[config.mk]
export PLATFORM = sky130hd
export DESIGN_NAME = pipeline_ctrl
export DESIGN_NICKNAME = d
export VERILOG_FILES = /design/src/rtl/riscvx_pkg.sv /design/src/rtl/pipe_perf_cnt.sv /design/src/rtl/pipeline_ctrl.sv
export SDC_FILE = /design/constraint.sdc
export NUM_CORES = 1
export LEC_CHECK = 0
export ABC_AREA = 0
export ABC_CLOCK_PERIOD_IN_PS = 2080
export BUFFER_PORTS_ARGS = -buffer_cell sky130_fd_sc_hd__buf_4
export CAP_MARGIN = 20
export CORE_ASPECT_RATIO = 1.1
export CORE_UTILIZATION = 38
export CTS_CLUSTER_SIZE = 40
export DETAILED_ROUTE_END_ITERATION = 6
export HOLD_SLACK_MARGIN = 0.06
export PLACE_DENSITY = 0.78
export SLEW_MARGIN = 30
export SYNTH_ARGS = -nofsm -noshare
export SYNTH_HDL_FRONTEND = slang
export SYNTH_SLANG_ARGS = --single-unit
[constraint.sdc]
create_clock -name clk -period 2.08 [get_ports clk]
set_input_delay 0.416 -clock clk [delete_from_list [all_inputs] [get_ports clk]]
set_output_delay 0.416 -clock clk [all_outputs]
set_load 0.02 [all_outputs]
[src/rtl/riscvx_pkg.sv]
// rtl/riscvx_pkg.sv - shared types and constants for the pipeline hazard controller
package riscvx_pkg;

  // Controller FSM: normal flow, or parked behind a slow data-memory access
  typedef enum logic [0:0] {
    RUN      = 1'b0,
    MEM_WAIT = 1'b1
  } pipe_state_e;

  // Default number of MEM_WAIT cycles tolerated before reporting mem_err
  localparam int unsigned MEM_TIMEOUT_DEFAULT = 255;

  // Width of the memory wait counter
  localparam int unsigned WAIT_CNT_W = 16;

  // Width of each performance counter
  localparam int unsigned PERF_CNT_W = 32;

endpackage

[src/rtl/pipe_perf_cnt.sv]
// rtl/pipe_perf_cnt.sv - stall/flush/load-use performance counters (built only with PIPELINE_PERF_CNT_EN)
`ifdef PIPELINE_PERF_CNT_EN
module pipe_perf_cnt
  import riscvx_pkg::*;
(
  input  logic                  clk,
  input  logic                  rst_n,
  input  logic                  stall_ev,
  input  logic                  flush_ev,
  input  logic                  lu_ev,
  output logic [PERF_CNT_W-1:0] perf_stall,
  output logic [PERF_CNT_W-1:0] perf_flush,
  output logic [PERF_CNT_W-1:0] perf_lu
);

  logic [PERF_CNT_W-1:0] stall_cnt_q, stall_cnt_d;
  logic [PERF_CNT_W-1:0] flush_cnt_q, flush_cnt_d;
  logic [PERF_CNT_W-1:0] lu_cnt_q,    lu_cnt_d;

  // Each counter bumps once per event cycle and wraps naturally at the top
  always_comb begin
    stall_cnt_d = stall_cnt_q;
    flush_cnt_d = flush_cnt_q;
    lu_cnt_d    = lu_cnt_q;
    if (stall_ev) stall_cnt_d = stall_cnt_q + 1'b1;
    if (flush_ev) flush_cnt_d = flush_cnt_q + 1'b1;
    if (lu_ev)    lu_cnt_d    = lu_cnt_q + 1'b1;
  end

  // Counter registers, cleared by reset
  always_ff @(posedge clk or negedge rst_n) begin
    if (!rst_n) begin
      stall_cnt_q <= '0;
      flush_cnt_q <= '0;
      lu_cnt_q    <= '0;
    end else begin
      stall_cnt_q <= stall_cnt_d;
      flush_cnt_q <= flush_cnt_d;
      lu_cnt_q    <= lu_cnt_d;
    end
  end

  assign perf_stall = stall_cnt_q;
  assign perf_flush = flush_cnt_q;
  assign perf_lu    = lu_cnt_q;

endmodule
`endif

[src/rtl/pipeline_ctrl.sv]
// rtl/pipeline_ctrl.sv - 5-stage pipeline stall/flush controller; optional counters via PIPELINE_PERF_CNT_EN
module pipeline_ctrl
  import riscvx_pkg::*;
#(
  parameter int unsigned MEM_TIMEOUT = MEM_TIMEOUT_DEFAULT
) (
  input  logic                  clk,
  input  logic                  reset,
  input  logic                  memread_EX,
  input  logic [4:0]            rd_EX,
  input  logic [4:0]            rs1_ID,
  input  logic [4:0]            rs2_ID,
  input  logic                  use_rs1_ID,
  input  logic                  use_rs2_ID,
  input  logic                  redirect_EX,
  input  logic                  dmem_req_MEM,
  input  logic                  dmem_ready,
  output logic                  stall_IF,
  output logic                  flush_IFID,
  output logic                  stall_IDEX,
  output logic                  flush_IDEX,
  output logic                  stall_EXMEM,
  output logic                  mem_err,
  output logic [PERF_CNT_W-1:0] perf_stall,
  output logic [PERF_CNT_W-1:0] perf_flush,
  output logic [PERF_CNT_W-1:0] perf_lu
);

  // Counter value seen in the last MEM_WAIT cycle before giving up
  localparam logic [WAIT_CNT_W-1:0] TIMEOUT_CNT = WAIT_CNT_W'(MEM_TIMEOUT - 1);

  pipe_state_e           state_q, state_d;
  logic [WAIT_CNT_W-1:0] wait_cnt_q, wait_cnt_d;

  logic rs1_hit, rs2_hit;
  logic load_use;
  logic mem_busy;
  logic timeout;

  logic stall_if_c, flush_ifid_c, stall_idex_c, flush_idex_c, stall_exmem_c, mem_err_c;

  // Hazard detection: x0 never carries a real dependency
  assign rs1_hit  = use_rs1_ID & (rs1_ID == rd_EX);
  assign rs2_hit  = use_rs2_ID & (rs2_ID == rd_EX);
  assign load_use = memread_EX & (rd_EX != 5'd0) & (rs1_hit | rs2_hit);
  assign mem_busy = dmem_req_MEM & ~dmem_ready;

  // Give up on a memory access that has sat in MEM_WAIT too long
  assign timeout  = (state_q == MEM_WAIT) && mem_busy && (wait_cnt_q == TIMEOUT_CNT);

  // Next state and hazard outputs; memory stall outranks redirect, which outranks load-use
  always_comb begin
    state_d       = state_q;
    wait_cnt_d    = wait_cnt_q;
    stall_if_c    = 1'b0;
    flush_ifid_c  = 1'b0;
    stall_idex_c  = 1'b0;
    flush_idex_c  = 1'b0;
    stall_exmem_c = 1'b0;
    mem_err_c     = 1'b0;

    if (timeout) begin
      // Release the whole pipe and flag the error; the wait is abandoned
      mem_err_c  = 1'b1;
      state_d    = RUN;
      wait_cnt_d = '0;
    end else if (mem_busy) begin
      // Freeze everything upstream of MEM; redirect/load-use stay pending in place
      stall_if_c    = 1'b1;
      stall_idex_c  = 1'b1;
      stall_exmem_c = 1'b1;
      if (state_q == RUN) begin
        state_d    = MEM_WAIT;
        wait_cnt_d = '0;
      end else begin
        wait_cnt_d = wait_cnt_q + 1'b1;
      end
    end else begin
      // Memory is free this cycle, so stalls release with no extra latency
      state_d    = RUN;
      wait_cnt_d = '0;
      if (redirect_EX) begin
        // ID holds a wrong-path instruction, so its load-use hazard is moot
        flush_ifid_c = 1'b1;
        flush_idex_c = 1'b1;
      end else if (load_use) begin
        // Hold IF/ID one cycle and inject a bubble into EX
        stall_if_c   = 1'b1;
        flush_idex_c = 1'b1;
      end
    end
  end

  // State and wait counter registers
  always_ff @(posedge clk or negedge reset) begin
    if (!reset) begin
      state_q    <= RUN;
      wait_cnt_q <= '0;
    end else begin
      state_q    <= state_d;
      wait_cnt_q <= wait_cnt_d;
    end
  end

  // All control outputs are held low while reset is asserted
  assign stall_IF    = reset & stall_if_c;
  assign flush_IFID  = reset & flush_ifid_c;
  assign stall_IDEX  = reset & stall_idex_c;
  assign flush_IDEX  = reset & flush_idex_c;
  assign stall_EXMEM = reset & stall_exmem_c;
  assign mem_err     = reset & mem_err_c;

`ifdef PIPELINE_PERF_CNT_EN
  // Load-use bubble is the only case that stalls IF while bubbling EX
  pipe_perf_cnt u_perf_cnt (
    .clk        (clk),
    .rst_n      (reset),
    .stall_ev   (stall_IF),
    .flush_ev   (flush_IFID),
    .lu_ev      (stall_IF & flush_IDEX),
    .perf_stall (perf_stall),
    .perf_flush (perf_flush),
    .perf_lu    (perf_lu)
  );
`else
  assign perf_stall = '0;
  assign perf_flush = '0;
  assign perf_lu    = '0;
`endif

endmodule

==> impl_metrics.ini <==
[outcome]
outcome = finished with violations
failed_checks = setup timing

[clocking]
cts_root_buf = clkbuf_8
cts_max_level = 1
cts_buffer_depth = 2
clock_sinks = 17
clk_pin_slew_ps = 60
clock_latency_ps = 250
hold_buffers = 0
cts_tree = yes
numCtsBuffers = 3

[floorplanning]
die_y_um = 73.44
core_area_um2 = 4379
io_pins = 125
die_x_um = 66.94
dieArea_um2 = 4916
start_util_pct = 40.26
rows = 25

[power]
p_leak_nw = 0.9875
swShare_pct = 37.38
p_sw_w = 0.0003158
powerDensity_nw_per_um2 = 428.8
combPwrFrac_pct = 31.5
p_int_w = 0.0005291
ir_drop_uv = 212.4
power_frac_seq_pct = 39.6
p_clk_share_pct = 28.9

[timing]
finClkSkew_ps = 3.080
rsz0062_at_grt = true
worst_pin_slew_ps = 525.7
relSlewSlack_pct = 64.63
drv_slew = 0
fin_ws_ps = -533.5
setup_viol = 4
fmax_mhz = 382.6
hold_violations = 0
finalCriticalPeriod_ps = 2614
post-route-period-util_pct = 125.6

[finish]
final_nets = 288
final_core_util_pct = 45.00
multiInputGateArea_um2 = 1005
syn_to_final_growth_pct = 11.78
drive_above_1_share_pct = 26.72
seq_area_um2 = 425.4
insertedDiodeCount = 0
num-fill-cells = 416

[grt]
antenna_found_initial = 0
track_usage_pct = 13.24
grt.overflow.total = 0
grt_max_degree = 22
grt_pass1_vias = 1122
grt_pass1_wl_um = 4754

[detailed_routing]
wl_per_cell_um = 10.84
wl_met2_um = 1852
wirelength_um = 3427
viasPerCell = 4.095
met3WireLength_um = 338
route.detailed.drc = 0
top_layer = met4
final_antenna_net_count = 0
first_pass_iters = 5
drtIter0Drc = 25
drt-met1-wl_um = 1130
vias = 1294

[worst_setup_path]
critical_path.cell_chain = or4_4 -> or4_4 -> and3_4 -> o21bai_4 -> buf_6
start_kind = flop
worst_path_largest_cell_delay_ps = 570
worst_path_max_delay_cell = or4_4
cp_top_family = simple AND/OR/NAND/NOR gates
arrival_ps = 2200
worst-path-max-fanout = 2
cp_data_required_time_ps = 1660
cp.buffers_inverters = 1
end_kind = primary output
cpMostUsedCell = or4_4
worst-setup-path-type = reg -> out

[hold_path]
hp-class = in -> async

[placed_design]
place.gp.congestion = 0.7841
post-place-ws_ps = -292.2
dp_hpwl_um = 2651
io_buffers = 28

[job]
cap_violations = 0

[synth]
synth_area_leaders = buf_4 41%, dfrtp_1 24%, xnor2_1 7.0%, xor2_1 5.0%, nor2_1 4.3%
synth.most_common_cell = buf_4
ys_seq_area_share_pct = 24.13
avgSynthCellArea_um2 = 8.476
synth-edff-count = 0
synth_top_area_share_pct = 41.31
postSynth.asyncResetShare_pct = 100.0
synthTopCellsByCount = 97 x buf_4, 20 x nor2_1, 17 x dfrtp_1, 14 x xnor2_1, 10 x xor2_1
ys.flop_type = dfrtp_1
synth.ff_latch_count = 17
syn_inst = 208
syn_area_um2 = 1763
ys_warn_count = 0
yosys.area.top_type = buf_4
synth_cell_types = 30
[final timing paths]
path                                               start                 endpoint  slack [ps]  depth (start not counted)
worst max-delay path            wait_cnt_q[14]$_DFF_PN0_                 stall_IF        -530                          5
worst min-delay path                               reset  wait_cnt_q[2]$_DFF_PN0_         140                          2
worst max register to register  wait_cnt_q[14]$_DFF_PN0_  wait_cnt_q[2]$_DFF_PN0_          60                          5
worst min register to register   wait_cnt_q[0]$_DFF_PN0_  wait_cnt_q[0]$_DFF_PN0_         540                          2
max in group asynchronous                          reset  wait_cnt_q[9]$_DFF_PN0_        1720                          2
min in group clk                            dmem_req_MEM        state_q$_DFF_PN0_         470                          3
[cells by family (layout without fill, tap and decap cells)]
family / count (synthesis) / count (layout) / synth area share (%)
buf+inv: 103 / 61 / 43.01
simple gates: 57 / 58 / 17.67
xor+xnor: 24 / 24 / 11.92
flops: 17 / 17 / 24.13
compound gates: 4 / 4 / 1.632
fa+ha+maj: 2 / 2 / 1.419
other cells: 1 / 96 / 0.2127
[through the flow]
stage	cells	hold slack [ps]	power, W	setup TNS (ps)	cell area [um^2]
5_1_grt	316	165.2	0.0008918	-2258	1971
6_report	316	144.3	0.0008449	-1980	1971
3_5_place_dp	310	424.0	0.0005951	-1484	1846
4_1_cts	314	152.6	0.0008433	-1845	1917
3_3_place_gp	310	418.0	0.0005936	-689.6	1846
2_1_floorplan	303	120.4	0.0006657	-304.1	2131
[area by class of cell]
type / count / share of cell area, %
tap: 54 / 3.429
multi-input combinational: 184 / 50.98
sequential: 17 / 21.59
timing repair buffer: 53 / 20.95
inverter: 4 / 0.7619
clock buffer: 4 / 2.286
[power groups by stage]
stage                     clock network (W)  logic, W  registers (W)
after floorplan                           0  0.000326       0.000339
after global placement                    0  0.000254       0.000339
after detailed placement                  0  0.000256       0.000340
after CTS                          0.000251  0.000259       0.000334
after global routing               0.000267  0.000291       0.000334
final                              0.000244  0.000266       0.000334
[placed cells by master (no fill, tap or decap), drive strengths merged]
cell type,Yosys,routed
and3,2,2
conb,1,96
or4,3,3
nor2,20,20
xor2,10,10
nand4b,1,1
and2b,1,1
or4b,2,2
nand3,7,8
and2,1,1
a32oi,1,1
o21bai,1,1
nor3,4,4
nand2,5,5
clkbuf,1,4
o21ai,1,1
xnor2,14,14
o31ai,1,1
ha,2,2
nand4,3,3
inv,4,4
buf,98,53
nand2b,1,1
dfrtp,17,17
nor4,7,7
[registers in the layout, summed over array words and instances (netlist names)]
name        cells
wait_cnt_q     16
state_q         1
[per-layer routing]
metal	up-vias	GRT usage [%]
met3	12	3.727
met5	-	0
met2	96	25.59
met4	0	7.565
li1	593	-
met1	593	12.00
[repair_timing]
item | CTS | global route
pin swaps | 0 | 2
buffers inserted | 0 | 1
setup endpoints to repair | 20 | 15
gates cloned | 0 | 1
gates resized for setup | 6 | 6
Power figures use the tool's default switching activity.
